<file path="src/rtl/bus_arbiter.sv">
// rtl/bus_arbiter.sv - registered N-master to 1-slave bus arbiter with watchdog
module bus_arbiter #(
   parameter int NUM_MASTERS = 3,
   parameter int ADDR_W      = 32,
   parameter int DATA_W      = 32,
   parameter int RR_MODE     = 1,
   parameter int TIMEOUT     = 255
) (
   input  logic                              clk,
   input  logic                              rst_n,
   input  logic [NUM_MASTERS-1:0]            m_req_valid,
   input  logic [NUM_MASTERS-1:0]            m_req_we,
   input  logic [NUM_MASTERS*ADDR_W-1:0]     m_req_addr,
   input  logic [NUM_MASTERS*DATA_W-1:0]     m_req_data,
   input  logic [NUM_MASTERS*(DATA_W/8)-1:0] m_req_mask,
   output logic [NUM_MASTERS-1:0]            m_res_valid,
   output logic                              m_res_err,
   output logic [DATA_W-1:0]                 m_res_data,
   input  logic                              i_bus_rd_valid,
   input  logic                              i_bus_wr_valid,
   input  logic [DATA_W-1:0]                 i_bus_data,
   output logic                              o_bus_rd,
   output logic                              o_bus_wr,
   output logic [ADDR_W-1:0]                 o_bus_addr,
   output logic [DATA_W/8-1:0]               o_bus_wrmask,
   output logic [DATA_W-1:0]                 o_bus_data
);

   localparam int MASK_W = DATA_W / 8;
   localparam int PTR_W  = (NUM_MASTERS > 1) ? $clog2(NUM_MASTERS) : 1;
   localparam int TMR_W  = (TIMEOUT > 1) ? $clog2(TIMEOUT + 1) : 1;
   localparam logic [TMR_W-1:0] TMO_LAST = (TIMEOUT == 0) ? '0 : TMR_W'(TIMEOUT - 1);

   localparam logic [1:0] ST_IDLE = 2'd0;
   localparam logic [1:0] ST_BUSY = 2'd1;
   localparam logic [1:0] ST_RESP = 2'd2;

   logic [1:0]       state;
   logic [PTR_W-1:0] rr_ptr;
   logic [PTR_W-1:0] gnt_idx;
   logic [TMR_W-1:0] timer;

   int               lo_i;
   int               hi_i;
   int               win_i;
   int               nxt_ptr;
   logic             lo_found;
   logic             hi_found;
   logic             win_we;
   logic [ADDR_W-1:0] win_addr;
   logic [DATA_W-1:0] win_data;
   logic [MASK_W-1:0] win_mask;
   logic             bus_done;
   logic             bus_tmo;

   // lo_* is the lowest requester overall; hi_* the lowest at or above the rr pointer,
   // so round-robin prefers hi_* and wraps to lo_* when nothing sits above the pointer.
   always_comb begin
      lo_found = 1'b0;
      hi_found = 1'b0;
      lo_i     = 0;
      hi_i     = 0;
      for (int i = 0; i < NUM_MASTERS; i++) begin
         if (m_req_valid[i] && !lo_found) begin
            lo_found = 1'b1;
            lo_i     = i;
         end
         if (m_req_valid[i] && (i >= int'(rr_ptr)) && !hi_found) begin
            hi_found = 1'b1;
            hi_i     = i;
         end
      end
      win_i   = ((RR_MODE != 0) && hi_found) ? hi_i : lo_i;
      nxt_ptr = (win_i == NUM_MASTERS - 1) ? 0 : win_i + 1;

      win_we   = 1'b0;
      win_addr = '0;
      win_data = '0;
      win_mask = '0;
      for (int i = 0; i < NUM_MASTERS; i++) begin
         if (i == win_i) begin
            win_we   = m_req_we[i];
            win_addr = m_req_addr[i*ADDR_W +: ADDR_W];
            win_data = m_req_data[i*DATA_W +: DATA_W];
            win_mask = m_req_mask[i*MASK_W +: MASK_W];
         end
      end
   end

   // The strobe for the other direction is deliberately ignored.
   assign bus_done = o_bus_wr ? i_bus_wr_valid : i_bus_rd_valid;
   assign bus_tmo  = (TIMEOUT != 0) && (timer == TMO_LAST);

   always_ff @(posedge clk or negedge rst_n) begin
      if (!rst_n) begin
         state        <= ST_IDLE;
         rr_ptr       <= '0;
         gnt_idx      <= '0;
         timer        <= '0;
         m_res_valid  <= '0;
         m_res_err    <= 1'b0;
         m_res_data   <= '0;
         o_bus_rd     <= 1'b0;
         o_bus_wr     <= 1'b0;
         o_bus_addr   <= '0;
         o_bus_wrmask <= '0;
         o_bus_data   <= '0;
      end else begin
         case (state)
            ST_IDLE: begin
               m_res_valid <= '0;
               m_res_err   <= 1'b0;
               m_res_data  <= '0;
               timer       <= '0;
               if (lo_found) begin
                  gnt_idx      <= PTR_W'(win_i);
                  o_bus_rd     <= ~win_we;
                  o_bus_wr     <= win_we;
                  o_bus_addr   <= win_addr;
                  o_bus_wrmask <= win_we ? win_mask : '0;
                  o_bus_data   <= win_we ? win_data : '0;
                  if (RR_MODE != 0) begin
                     rr_ptr <= PTR_W'(nxt_ptr);
                  end
                  state <= ST_BUSY;
               end
            end
            ST_BUSY: begin
               timer <= timer + 1'b1;
               // A completion in the watchdog's last cycle still counts as success.
               if (bus_done || bus_tmo) begin
                  m_res_valid  <= NUM_MASTERS'(1) << gnt_idx;
                  m_res_err    <= ~bus_done;
                  m_res_data   <= (bus_done && o_bus_rd) ? i_bus_data : '0;
                  o_bus_rd     <= 1'b0;
                  o_bus_wr     <= 1'b0;
                  o_bus_addr   <= '0;
                  o_bus_wrmask <= '0;
                  o_bus_data   <= '0;
                  state        <= ST_RESP;
               end
            end
            ST_RESP: begin
               m_res_valid <= '0;
               m_res_err   <= 1'b0;
               m_res_data  <= '0;
               timer       <= '0;
               state       <= ST_IDLE;
            end
            default: begin
               state <= ST_IDLE;
            end
         endcase
      end
   end

endmodule

</file>
<file path="config.mk">
export PLATFORM = sky130hd
export DESIGN_NAME = bus_arbiter
export DESIGN_NICKNAME = d
export VERILOG_FILES = /design/src/rtl/bus_arbiter.sv
export SDC_FILE = /design/constraint.sdc
export NUM_CORES = 1
export LEC_CHECK = 0
export ABC_AREA = 1
export ABC_CLOCK_PERIOD_IN_PS = 1750
export CORE_AREA = 2 2 135 137
export CTS_CLUSTER_DIAMETER = 150
export DETAILED_ROUTE_END_ITERATION = 12
export DIE_AREA = 0 0 137 139
export HOLD_SLACK_MARGIN = 0.06
export PLACE_DENSITY = 0.76
export SKIP_CTS_REPAIR_TIMING = 1
export SYNTH_ARGS = -nofsm -noshare
export SYNTH_HDL_FRONTEND = slang
export SYNTH_SLANG_ARGS = --single-unit
</file>
<file path="constraint.sdc">
create_clock -name clk -period 1.75 [get_ports clk]
set_clock_uncertainty 0.15 [all_clocks]
set_input_delay 0.175 -clock clk [delete_from_list [all_inputs] [get_ports clk]]
set_output_delay 0.175 -clock clk [all_outputs]
set_load 0.05 [all_outputs]
</file>
Yosys cells after proc, flatten, opt, wreduce, memory -nomap -nowiden:

Index checks and enable logic that the tools add are counted.

* register bits: 120
* bits of input ports: 246
* output and inout port bits: 106
* word-level logic and storage cells: 101

* $add $sub $neg: 2
* magnitude comparators: 3
* equality and inequality tests: 8
* shift-type cells: 1
* muxes and demuxes: 51
* bitwise gates (word level): 2
* reduce and logical (&&, ||, !) cells: 22

Operators by type and width (count)
* $mux 32: 12
* $pmux 32 s2: 3
* $logic_not 32->1: 1
* $mux 4: 6
* $mux 1: 16
* $pmux 8 s2: 1
* $mux 2: 6
* $add 8x1->8 const B: 1
* $eq 8x8->1 const B: 1
* $logic_and 1x1->1: 8
* $pmux 4 s2: 1
* $pmux 1 s2: 3
* $pmux 3 s2: 1
* $reduce_and 2->1: 3
* $eq 2x2->1 const B: 2
* $ge 1x2->1 const A: 2
* $logic_not 1->1: 4
* $ne 2x2->1 const B: 2
* $pmux 2 s2: 1
* $reduce_bool 2->1: 2
* $mux 3: 1
* $reduce_and 3->1: 1
* $shl 1x2->3 const A: 1
* $add 2x2->2 const B: 1
* 8 further kinds: 9

Logic depth before layout (Yosys ltp):

* depth in word-level cells: 17
* gate-level depth with buffers: 12
* mapped depth without buffers: 10

Worst setup path after synthesis:

Ideal clock, no wire load.

* path kind: register to register
* start: register o_bus_wr
* end: register m_res_data[0]
* setup time: 83 ps
* arrival: 1578 ps
* required time: 1517 ps
* setup slack: -60 ps
* cell stages (with the launch flop): 8
* path buffers: 2
* period minus slack after synthesis: 1810 ps
* path through: dfrtp_1 > nand2_1 > o21ai_1 > and3_1 > buf_2 > clkbuf_1 > nand2_1 > o21ai_0

* longest elaborated chain between the ends: 5
* elaborated cells between the ends (all ways): 8
* those cells by class: eq/ne (1); mux (4); reduce/logical (3)

Ends and longest elaborated chain
* from (decl): RTL line 23 `output logic o_bus_wr,`
* from (signal assigned): RTL line 118 `o_bus_wr <= win_we;`
* $mux 1 (*): RTL line 91 `assign bus_done = o_bus_wr ? i_bus_wr_valid : i_bus_rd_valid;`
* $logic_and 1x1->1: RTL line 134 `m_res_data <= (bus_done && o_bus_rd) ? i_bus_data : '0;`
* $mux 32: RTL line 134
* $mux 32: RTL line 131 `if (bus_done || bus_tmo) begin`
* $pmux 32 s2: RTL line 109 `case (state)`
* to (signal assigned): RTL line 134
* to (decl): RTL line 18 `output logic [DATA_W-1:0] m_res_data,`

Mark *: on every way between the ends. The rest lies on a longest branch, timed or not. The select of a mux whose other input is x is not followed.
A chain may end at the register's enable or synchronous reset.

Final worst setup path:

* start: register rr_ptr[1]
* end: register o_bus_data[24]

* longest elaborated chain between the ends: 17
* elaborated cells between the ends (all ways): 28
* those cells by class: order compare (3); eq/ne (2); mux (15); reduce/logical (8)

Ends and longest elaborated chain
* from (decl): RTL line 39 `logic [PTR_W-1:0] rr_ptr;`
* from (signal assigned): RTL line 123 `rr_ptr <= PTR_W'(nxt_ptr);`
* $ge 1x2->1: RTL line 68 `if (m_req_valid[i] && (i >= int'(rr_ptr)) && !hi_found) begin`
* $logic_and 1x1->1: RTL line 68
* $mux 1: RTL line 68
* $logic_not 1->1: RTL line 68
* $logic_and 1x1->1: RTL line 68
* $mux 1: RTL line 68
* $logic_not 1->1: RTL line 68
* $logic_and 1x1->1: RTL line 68
* $mux 2 / $mux 1 (equally long branches): RTL line 68
* $mux 2 (*): RTL line 73 `win_i = ((RR_MODE != 0) && hi_found) ? hi_i : lo_i;`
* $logic_not 32->1: RTL line 81 `if (i == win_i) begin`
* $mux 32 / $mux 1 (equally long branches) (3 in a row): RTL line 81
* $mux 32 (*): RTL line 121 `o_bus_data <= win_we ? win_data : '0;`
* $mux 32 (*): RTL line 115 `if (lo_found) begin`
* $pmux 32 s2 (*): RTL line 109
* to (signal assigned): RTL line 121
* to (decl): RTL line 26 `output logic [DATA_W-1:0] o_bus_data`

Marked as above.

==> flow_summary.ini <==
[run_status]
status = complete, but fails checks
violations = negative setup slack

[worst_setup_path]
max_stage_delay_ps = 400
rr_endpoint = o_bus_data[24]
crit_path_cell_trace = inv_2, buf_6, nand2_2, nand2_4, nand2_8, nand3_4, nand3_4, clkbuf_16, nand3_2, nand2_1
crit_arrival_ps = 1940
critical_path.endpoint_type = register
start_kind = register
cp_max_fo = 7
r2r_slack_ps = -40
rr_worst_depth = 10
crit_start = rr_ptr[1]
crit_path_frequent_cell = nand3_4
path_class = reg -> reg
critPathSlowestCell = dfrtp_1
endpoint = o_bus_data[24]
cp.required_ps = 1890
r2r_start = rr_ptr[1]

[cells_and_area]
nFillCells = 1501
multi_input_area_sq_um = 3320
layout_common_cells = nand2_1, clkdlybuf4s50_1, nand3_1
antenna_cells = 0
layout-drive-gt1-share_pct = 23.5
final_nets = 1471
seqCellArea_sq_um = 3000
layout_commonest_cell = nand2_1
design_area_sq_um = 11500
syn2layout_area_growth_pct = 81.8

[sta]
slew_headroom_pct = 66.6
tightest_slew_ps = 501
drv_slew = 0
fin_crit_sh_pct = 103
timing.setup.tns_ps = -733
layout_setup_ws_ps = -43.9
setup_viol = 31
max_freq_mhz = 557
hold_violations = 0
rsz0062_at_grt = true
period_needed_ps = 1790
whs_ps = 175

[drt]
postRouteAntennaNets = 0
drt-pass1-iter-count = 5
via_per_inst = 4.99
wl_per_cell_um = 16.8
drt_iter0_markers = 328
met1_length_um = 9900
route.detailed.drc = 0
wl_met2_um = 12200
dr_wl_met3_um = 2020
totalWireLength_um = 24700
vias = 7311
top_layer = met4

[synth]
ys_warn_count = 0
avgSynthCellArea_sq_um = 7.39
synth.distinct_cells = 28
synth_edf_count = 0
yosys_register_bits = 120
async_reset_ff_share_pct = 100
synthFlopType = dfrtp_1
netlist_area_sq_um = 6330
ys_seq_area_share_pct = 47.4
synth.net_count = 1105
syn_inst = 857

[grt]
antenna_found_initial = 0
grt_max_degree = 89
grt_usage_pct = 23.5
grt_pass1_wl_um = 35100
grt_pass1_vias = 6856
grt-ovfl-total = 0

[clocking]
cts_made_buffers = 17
clk_pin_slew_ps = 60
ctsLongestPathBuffers = 2
numClockSinks = 120
root_buffer = clkbuf_16
clk_latency_ps = 400
cts_max_level = 4
cts_tree = yes

[placement]
dpl.hpwl_um = 16600
preCtsSetupSlack_ps = -330
port_buffers = 351
gp_congestion = 0.843
detailed_place.area_sq_um = 10100

[min_path]
hold_path.class = in -> reg

[power]
ir_worst_vdd_mv = 0.837
p_leak_nw = 5.49
powerDensity_nw_per_um2 = 1750

[floorplan]
start_util_pct = 35.9
die_h_um = 139
die-area_sq_um = 19000
dieWidth_um = 137
rows = 49
ioPinCount = 352
core_area_sq_um = 17700

[flow_run]
drv_cap = 0
-- worst min-delay path by stage --
stage / startpoint / to / depth (start not counted)
6_report: i_bus_data[26] / m_res_data[26] / 3
4_1_cts: rst_n / m_res_data[21] / 2
3_5_place_dp: rst_n / m_res_data[21] / 2
3_3_place_gp: rst_n / m_res_data[21] / 2
2_1_floorplan: rst_n / gnt_idx[0] / 0
5_1_grt: i_bus_data[18] / m_res_data[18] / 3
-- cells by family (layout without fill, tap and decap cells) --
family	after synthesis	count (layout)	share of synthesized area, %
AND/OR/NAND/NOR	589	589	41.0
AO/OA/AOI/OAI	61	61	5.06
buffers and inverters	84	463	6.04
adder cells (fa/ha/maj)	2	2	0.395
XOR/XNOR	1	1	0.138
flip-flops	120	120	47.4
-- per-stage QoR --
stage / utilization (%) / total power, mW / instances
after floorplan: - / 10.8 / 857
after global placement: 57.1 / 14.8 / 1414
after detailed placement: 57.1 / 14.9 / 1414
after CTS: 61.1 / 19.0 / 1446
after global routing: 65.2 / 21.2 / 1465
final: 65.2 / 20.2 / 1465
-- synth_stat cells (all sizes together) (5+ instances only) --
cell | n | area share (%)
nand2 | 319 | 19
dfrtp | 120 | 47
nand3 | 221 | 18
or2 | 26 | 2.6
inv | 20 | 1.2
nor3 | 5 | 0.47
buf | 40 | 3.4
clkbuf | 24 | 1.5
o21ai | 50 | 4.0
a21oi | 6 | 0.47
nor2 | 12 | 0.71
-- area by class of cell --
type	count	area share, %
Timing Repair Buffer	411	35.9
Tap cell	229	2.49
Clock buffer	21	4.17
Multi-Input combinational cell	653	28.8
Sequential cell	120	26.1
Clock inverter	11	1.87
Inverter	20	0.717
-- routing by layer --
metal | GRT usage [%] | vias to the layer above
met3 | 7.53 | 40
met1 | 28.0 | 3415
li1 | - | 3554
met4 | 8.36 | 0
met2 | 39.4 | 302
met5 | 0 | -
-- power breakdown --
group / internal (mW) / total (mW) / switching, mW
Sequential: 3.76 / 4.36 / 0.606
Combinational: 4.17 / 11.7 / 7.51
Clock: 2.83 / 4.10 / 1.27
-- registers in the layout, indices dropped and copies added, names as in the netlist --
| register | cells |
|---|---|
| timer | 8 |
| o_bus_rd | 1 |
| o_bus_data | 32 |
| m_res_data | 32 |
| m_res_err | 1 |
| o_bus_wr | 1 |
| rr_ptr | 2 |
| o_bus_wrmask | 4 |
| state | 2 |
| o_bus_addr | 32 |
| gnt_idx | 2 |
| m_res_valid | 3 |
-- critical path: cells and delay by family (launching register included) --
kind / cells / cell delay (ps)
and+or+nand+nor: 7 / 660
buffers and inverters: 3 / 460
DFF: 1 / 400
(Power assumes the default switching activity.)
